[src/rtl/l2_arbiter_rr_pkg.sv]
// lc3b_types: shared LC-3b widths plus the L2 arbiter's state, source and
// request types.
package lc3b_types;

  typedef logic [15:0]  lc3b_word;
  typedef logic [127:0] lc3b_cache_line;

  typedef enum logic [1:0] {ARB_IDLE, ARB_BUSY, ARB_RESP} arb_state_t;
  typedef enum logic       {ARB_SRC_I, ARB_SRC_D}         arb_src_t;

  // One requester's view of an L2 transaction
  typedef struct packed {
    lc3b_word       addr;
    lc3b_cache_line wdata;
    logic           read;
    logic           write;
  } arb_req_t;

endpackage

[src/rtl/l2_arbiter_rr_pick.sv]
// rr_pick: combinational two-input selector for the L2 arbiter.
//   req_i, req_d : requester active flags
//   last         : source granted most recently
//   grant        : selected source (meaningful only when valid)
//   valid        : at least one requester is active
// ARB_ROUND_ROBIN_EN defined   -> ties go to the source not granted last.
// ARB_ROUND_ROBIN_EN undefined -> ties always go to the icache.
module rr_pick
  import lc3b_types::*;
(
  input  logic     req_i,
  input  logic     req_d,
  input  arb_src_t last,
  output arb_src_t grant,
  output logic     valid
);

  assign valid = req_i | req_d;

`ifdef ARB_ROUND_ROBIN_EN
  always_comb begin
    grant = ARB_SRC_I;
    if (req_i && req_d) grant = (last == ARB_SRC_I) ? ARB_SRC_D : ARB_SRC_I;
    else if (req_d)     grant = ARB_SRC_D;
  end
`else
  logic unused_last;
  assign unused_last = (last == ARB_SRC_D);

  always_comb begin
    grant = ARB_SRC_I;
    if (!req_i && req_d) grant = ARB_SRC_D;
  end
`endif

endmodule

[src/rtl/l2_arbiter_rr.sv]
// l2_arbiter_rr: shares the single L2 port between the split L1 caches.
// The winning request is latched and drives the L2 from registers until
// l2_mem_resp; the winner then gets a registered one-cycle mem_resp with
// its rdata. The FSM passes through IDLE after every response, so grants
// are separated by at least one idle cycle.
// Ports:
//   clk, reset_n                      : clock, async active-low reset
//   icache_* / dcache_*               : L1 request/response ports
//   l2_address/wdata/read/write       : latched request to the L2
//   l2_rdata, l2_mem_resp             : L2 response
// Build option ARB_ROUND_ROBIN_EN: round-robin tie-break (else fixed icache
// priority with no last_grant state).
module l2_arbiter_rr
  import lc3b_types::*;
(
  input  logic           clk,
  input  logic           reset_n,
  input  lc3b_word       icache_address,
  input  logic           icache_read,
  input  logic           icache_write,
  input  lc3b_cache_line icache_wdata,
  output lc3b_cache_line icache_rdata,
  output logic           icache_mem_resp,
  input  lc3b_word       dcache_address,
  input  logic           dcache_read,
  input  logic           dcache_write,
  input  lc3b_cache_line dcache_wdata,
  output lc3b_cache_line dcache_rdata,
  output logic           dcache_mem_resp,
  output lc3b_word       l2_address,
  output lc3b_cache_line l2_wdata,
  output logic           l2_read,
  output logic           l2_write,
  input  lc3b_cache_line l2_rdata,
  input  logic           l2_mem_resp
);

  arb_state_t state;
  arb_src_t   winner;
  arb_src_t   last_grant;
  arb_src_t   pick;
  logic       pick_vld;
  arb_req_t   req_i, req_d, req_sel;

  assign req_i   = '{addr: icache_address, wdata: icache_wdata,
                     read: icache_read,    write: icache_write};
  assign req_d   = '{addr: dcache_address, wdata: dcache_wdata,
                     read: dcache_read,    write: dcache_write};
  assign req_sel = (pick == ARB_SRC_D) ? req_d : req_i;

  rr_pick u_pick (
    .req_i (icache_read | icache_write),
    .req_d (dcache_read | dcache_write),
    .last  (last_grant),
    .grant (pick),
    .valid (pick_vld)
  );

`ifdef ARB_ROUND_ROBIN_EN
  // Reset to dcache so the first tie goes to the icache
  always_ff @(posedge clk or negedge reset_n) begin
    if (!reset_n)                          last_grant <= ARB_SRC_D;
    else if (state == ARB_IDLE && pick_vld) last_grant <= pick;
  end
`else
  assign last_grant = ARB_SRC_D;
`endif

  always_ff @(posedge clk or negedge reset_n) begin
    if (!reset_n) begin
      state           <= ARB_IDLE;
      winner          <= ARB_SRC_I;
      l2_address      <= '0;
      l2_wdata        <= '0;
      l2_read         <= 1'b0;
      l2_write        <= 1'b0;
      icache_rdata    <= '0;
      dcache_rdata    <= '0;
      icache_mem_resp <= 1'b0;
      dcache_mem_resp <= 1'b0;
    end else begin
      icache_mem_resp <= 1'b0;
      dcache_mem_resp <= 1'b0;
      case (state)
        ARB_IDLE: if (pick_vld) begin
          winner     <= pick;
          l2_address <= req_sel.addr;
          l2_wdata   <= req_sel.wdata;
          // write wins when a requester raises both strobes
          l2_write   <= req_sel.write;
          l2_read    <= req_sel.read & ~req_sel.write;
          state      <= ARB_BUSY;
        end
        ARB_BUSY: if (l2_mem_resp) begin
          l2_read  <= 1'b0;
          l2_write <= 1'b0;
          if (winner == ARB_SRC_I) begin
            icache_rdata    <= l2_rdata;
            icache_mem_resp <= 1'b1;
          end else begin
            dcache_rdata    <= l2_rdata;
            dcache_mem_resp <= 1'b1;
          end
          state <= ARB_RESP;
        end
        // requester still holds its request here; never regrant from RESP
        ARB_RESP: state <= ARB_IDLE;
        default:  state <= ARB_IDLE;
      endcase
    end
  end

endmodule

[config.mk]
export PLATFORM = sky130hd
export DESIGN_NAME = l2_arbiter_rr
export DESIGN_NICKNAME = d
export VERILOG_FILES = /design/src/rtl/l2_arbiter_rr_pkg.sv /design/src/rtl/l2_arbiter_rr_pick.sv /design/src/rtl/l2_arbiter_rr.sv
export SDC_FILE = /design/constraint.sdc
export NUM_CORES = 1
export LEC_CHECK = 0
export CAP_MARGIN = 25
export CORE_AREA = 2 2 321 323
export DETAILED_ROUTE_END_ITERATION = 10
export DIE_AREA = 0 0 323 325
export PLACE_DENSITY = 0.38
export RECOVER_POWER = 100
export SLEW_MARGIN = 10
export SYNTH_ARGS = -nofsm -noshare
export SYNTH_HDL_FRONTEND = slang
export SYNTH_SLANG_ARGS = --single-unit
export TNS_END_PERCENT = 20
[constraint.sdc]
create_clock -name clk -period 2.2 [get_ports clk]
set_clock_uncertainty 0.2 [all_clocks]
set_input_delay 0.22 -clock clk [delete_from_list [all_inputs] [get_ports clk]]
set_output_delay 0.22 -clock clk [all_outputs]
set_load 0.01 [all_outputs]
==> flow_summary.json <==
{
  "relSlewSlack_pct": 40.02,
  "dieArea_mm2": 0.1050,
  "place_hpwl_um": 57070,
  "hold_path_class": "input port to flop",
  "wl_per_cell_um": 18.66,
  "synth_most_common_cell": "inv_1",
  "synth_edf_count": 0,
  "cts_num_sinks": 407,
  "cts_tree": "built",
  "hold_viol": 0,
  "grt_pass1_wl_um": 109700,
  "wirelength_um": 74480,
  "whs_ns": 0.06895,
  "io_pins": 827,
  "synth_adder_area_share_pct": 0,
  "grtUsageTotal_pct": 13.88,
  "holdPathStages": 2,
  "finalNetCount": 3005,
  "post-route-period-util_pct": 97.48,
  "ys_types": 20,
  "synth-seq-area-share_pct": 61.12,
  "rsz0062_at_grt": "false",
  "setup_violations": 0,
  "fmax_mhz": 466.3,
  "tightestPinTransition_ns": 0.8997,
  "yosys-top-cells-count": "436 x inv_1, 407 x dfrtp_1, 256 x mux2_2",
  "syn2layout_area_growth_pct": 93.83,
  "final_max_slew_viol_count": 0,
  "synth_compound_area_share_pct": 8.860,
  "gp_congestion": 0.7950,
  "yosys-top-cells-area": "dfrtp_1 61%, mux2_2 17%, inv_1 9.8%",
  "dr.pass1.iters": 9,
  "fin_crit_ns": 2.145,
  "cp.arrival_ns": 2.44,
  "worst_skew_pair.late_latency_ns": 0.61,
  "avgSynthCellArea_um2": 12.45,
  "drtIter0Drc": 905,
  "end_kind": "flop",
  "initial_utilization_pct": 16.45,
  "synth_xor_area_share_pct": 0,
  "grt_max_degree": 57,
  "drc": 0,
  "p_per_area_mw_per_mm2": 1236,
  "leakage_nw": 14.61,
  "root_buffer": "clkbuf_16",
  "synth_area_mm2": 0.01666,
  "route.vias.total": 15150,
  "post-place-ws_ns": -0.0003659,
  "antenna_found_initial": 5,
  "grt-ovfl-total": 0,
  "fp-row-count": 117,
  "crit_required_ns": 2.50,
  "yosys.area.top_type": "dfrtp_1",
  "port_buffers": 826,
  "vias_per_cell": 3.796,
  "startpoint_type": "input port",
  "numCtsBuffers": 52,
  "synth_top_family_by_area": "multiplexers",
  "peakVddDrop_mv": 0.7045,
  "die_x_um": 323,
  "ys.flop_type": "dfrtp_1",
  "rr_worst_depth": 4,
  "clk_path_buf_depth": 3,
  "fill_cells": 10410,
  "die_height_um": 325,
  "ys_ff_latch": 407,
  "yosys_warnings": 0,
  "grt_pass1_vias": 16930,
  "synthMuxAreaShare_pct": 17.42,
  "timing.max_cap.violations": 0,
  "cts_max_level": 2,
  "synthesis.nets": 1761,
  "clk_pin_slew_ns": 0.06,
  "synth-simple-area-share_pct": 0.4730,
  "detail-route-antenna-nets": 0,
  "syn_inst": 1338,
  "drive_gt1_share_pct": 15.22,
  "core_mm2": 0.1013,
  "synth_top_area_share_pct": 61.12,
  "setup_ws_ns": 0.05542,
  "synthArstFlopShare_pct": 100.0,
  "critPathMaxFanout": 19,
  "status": "finished, final reports clean",
  "path_class": "input port to flop"
}
==> sequential cells by signal (all words and copies together), names as in the netlist <==
register / flops
dcache_rdata: 128
state: 2
l2_read: 1
l2_address: 16
winner: 1
icache_mem_resp: 1
l2_write: 1
l2_wdata: 128
icache_rdata: 128
dcache_mem_resp: 1
==> path summary, 6_finish.rpt <==
| check | from | endpoint | slack, ns |
|---|---|---|---|
| max | l2_mem_resp | icache_rdata[124] | 0.06 |
| min | l2_rdata[71] | icache_rdata[71] | 0.07 |
| max reg2reg | state[0] | l2_wdata[53] | 0.14 |
| min reg2reg | dcache_rdata[61] | dcache_rdata[61] | 0.30 |
| max in group asynchronous | reset_n | l2_wdata[29] | 0.28 |
| min in group asynchronous | reset_n | l2_address[3] | 0.53 |
==> layout make-up <==
cell class	count	area [um^2]	area share, %
Antenna cell	2	5.005	0.01549
Clock buffer	79	1534	4.749
Clock inverter	14	127.6	0.3951
Inverter	436	1637	5.067
Multi-Input combinational cell	420	4472	13.84
Sequential cell	407	10180	31.53
Tap cell	1368	1712	5.299
Timing Repair Buffer	1265	12630	39.10
==> worst max-delay path, cell delays in order <==
cell and delay [ns]:
dlygate4sd3_1 0.55, clkdlybuf4s50_1 0.51, nand3b_1 0.17, nor2_4 0.15
buf_12 0.18, buf_6 0.25, mux2_2 0.37
==> routing by layer <==
layer | wire, um | global-route usage [%] | up-vias
met3 | 6194 | 4.707 | 122
met1 | 27060 | 14.60 | 7509
met5 | 25 | 0 | -
met4 | 2499 | 5.167 | 4
li1 | - | - | 6975
met2 | 38700 | 25.29 | 541
==> kinds of logic after synthesis <==
family	count (synthesis)
AO/OA/AOI/OAI	150
AND/OR/NAND/NOR	12
buffers and inverters	511
flip-flops	407
multiplexers	258
==> per-stage QoR <==
stage	area [um^2]	std cells	TNS [ns]	power, mW	util (%)
finish	32300	3991	0	39.93	31.89
global route	32300	3991	0	42.43	31.89
CTS	32510	3989	0	42.48	32.09
detailed placement	27150	3527	-0.0003659	33.09	26.80
global placement	27150	3527	0	32.90	26.80
floorplan	16660	1338	0	20.82	-
==> what timing repair did <==
action	in CTS	in global routing
resized for setup	1	2
hold endpoints to repair	723	0
setup buffers	0	0
hold buffers	369	0
setup endpoints to repair	1	2
==> cell usage in the layout, fill, tap and decap left out, types with 2 or more instances in the layout <==
cell type        netlist  final
diode_2                0      2
mux2_2               256    256
clkbuf_4               0      7
dlygate4sd3_1          0    753
clkinv_2               0     10
clkbuf_8               0     11
dfrtp_1              407    407
a222oi_1             144    144
buf_12                 0     18
inv_16                 0      2
o21ai_0                2      2
clkdlybuf4s50_1        0    437
buf_2                 47      2
nand2b_1               2      2
clkbuf_16              0     53
clkbuf_1              20     28
buf_4                  0     18
nand2_1                3      2
a21oi_1                2      2
nor2_1                 3      2
inv_1                436    436
buf_6                  6      2
mux2i_1                2      2
clkbuf_2               0     13
==> power by group <==
part / internal [mW] / switching [mW]
clock: 4.91 / 3.45
sequential: 11.3 / 2.01
combinational: 10.0 / 8.26
total: 26.2 / 13.7
(Power assumes the default switching activity.)
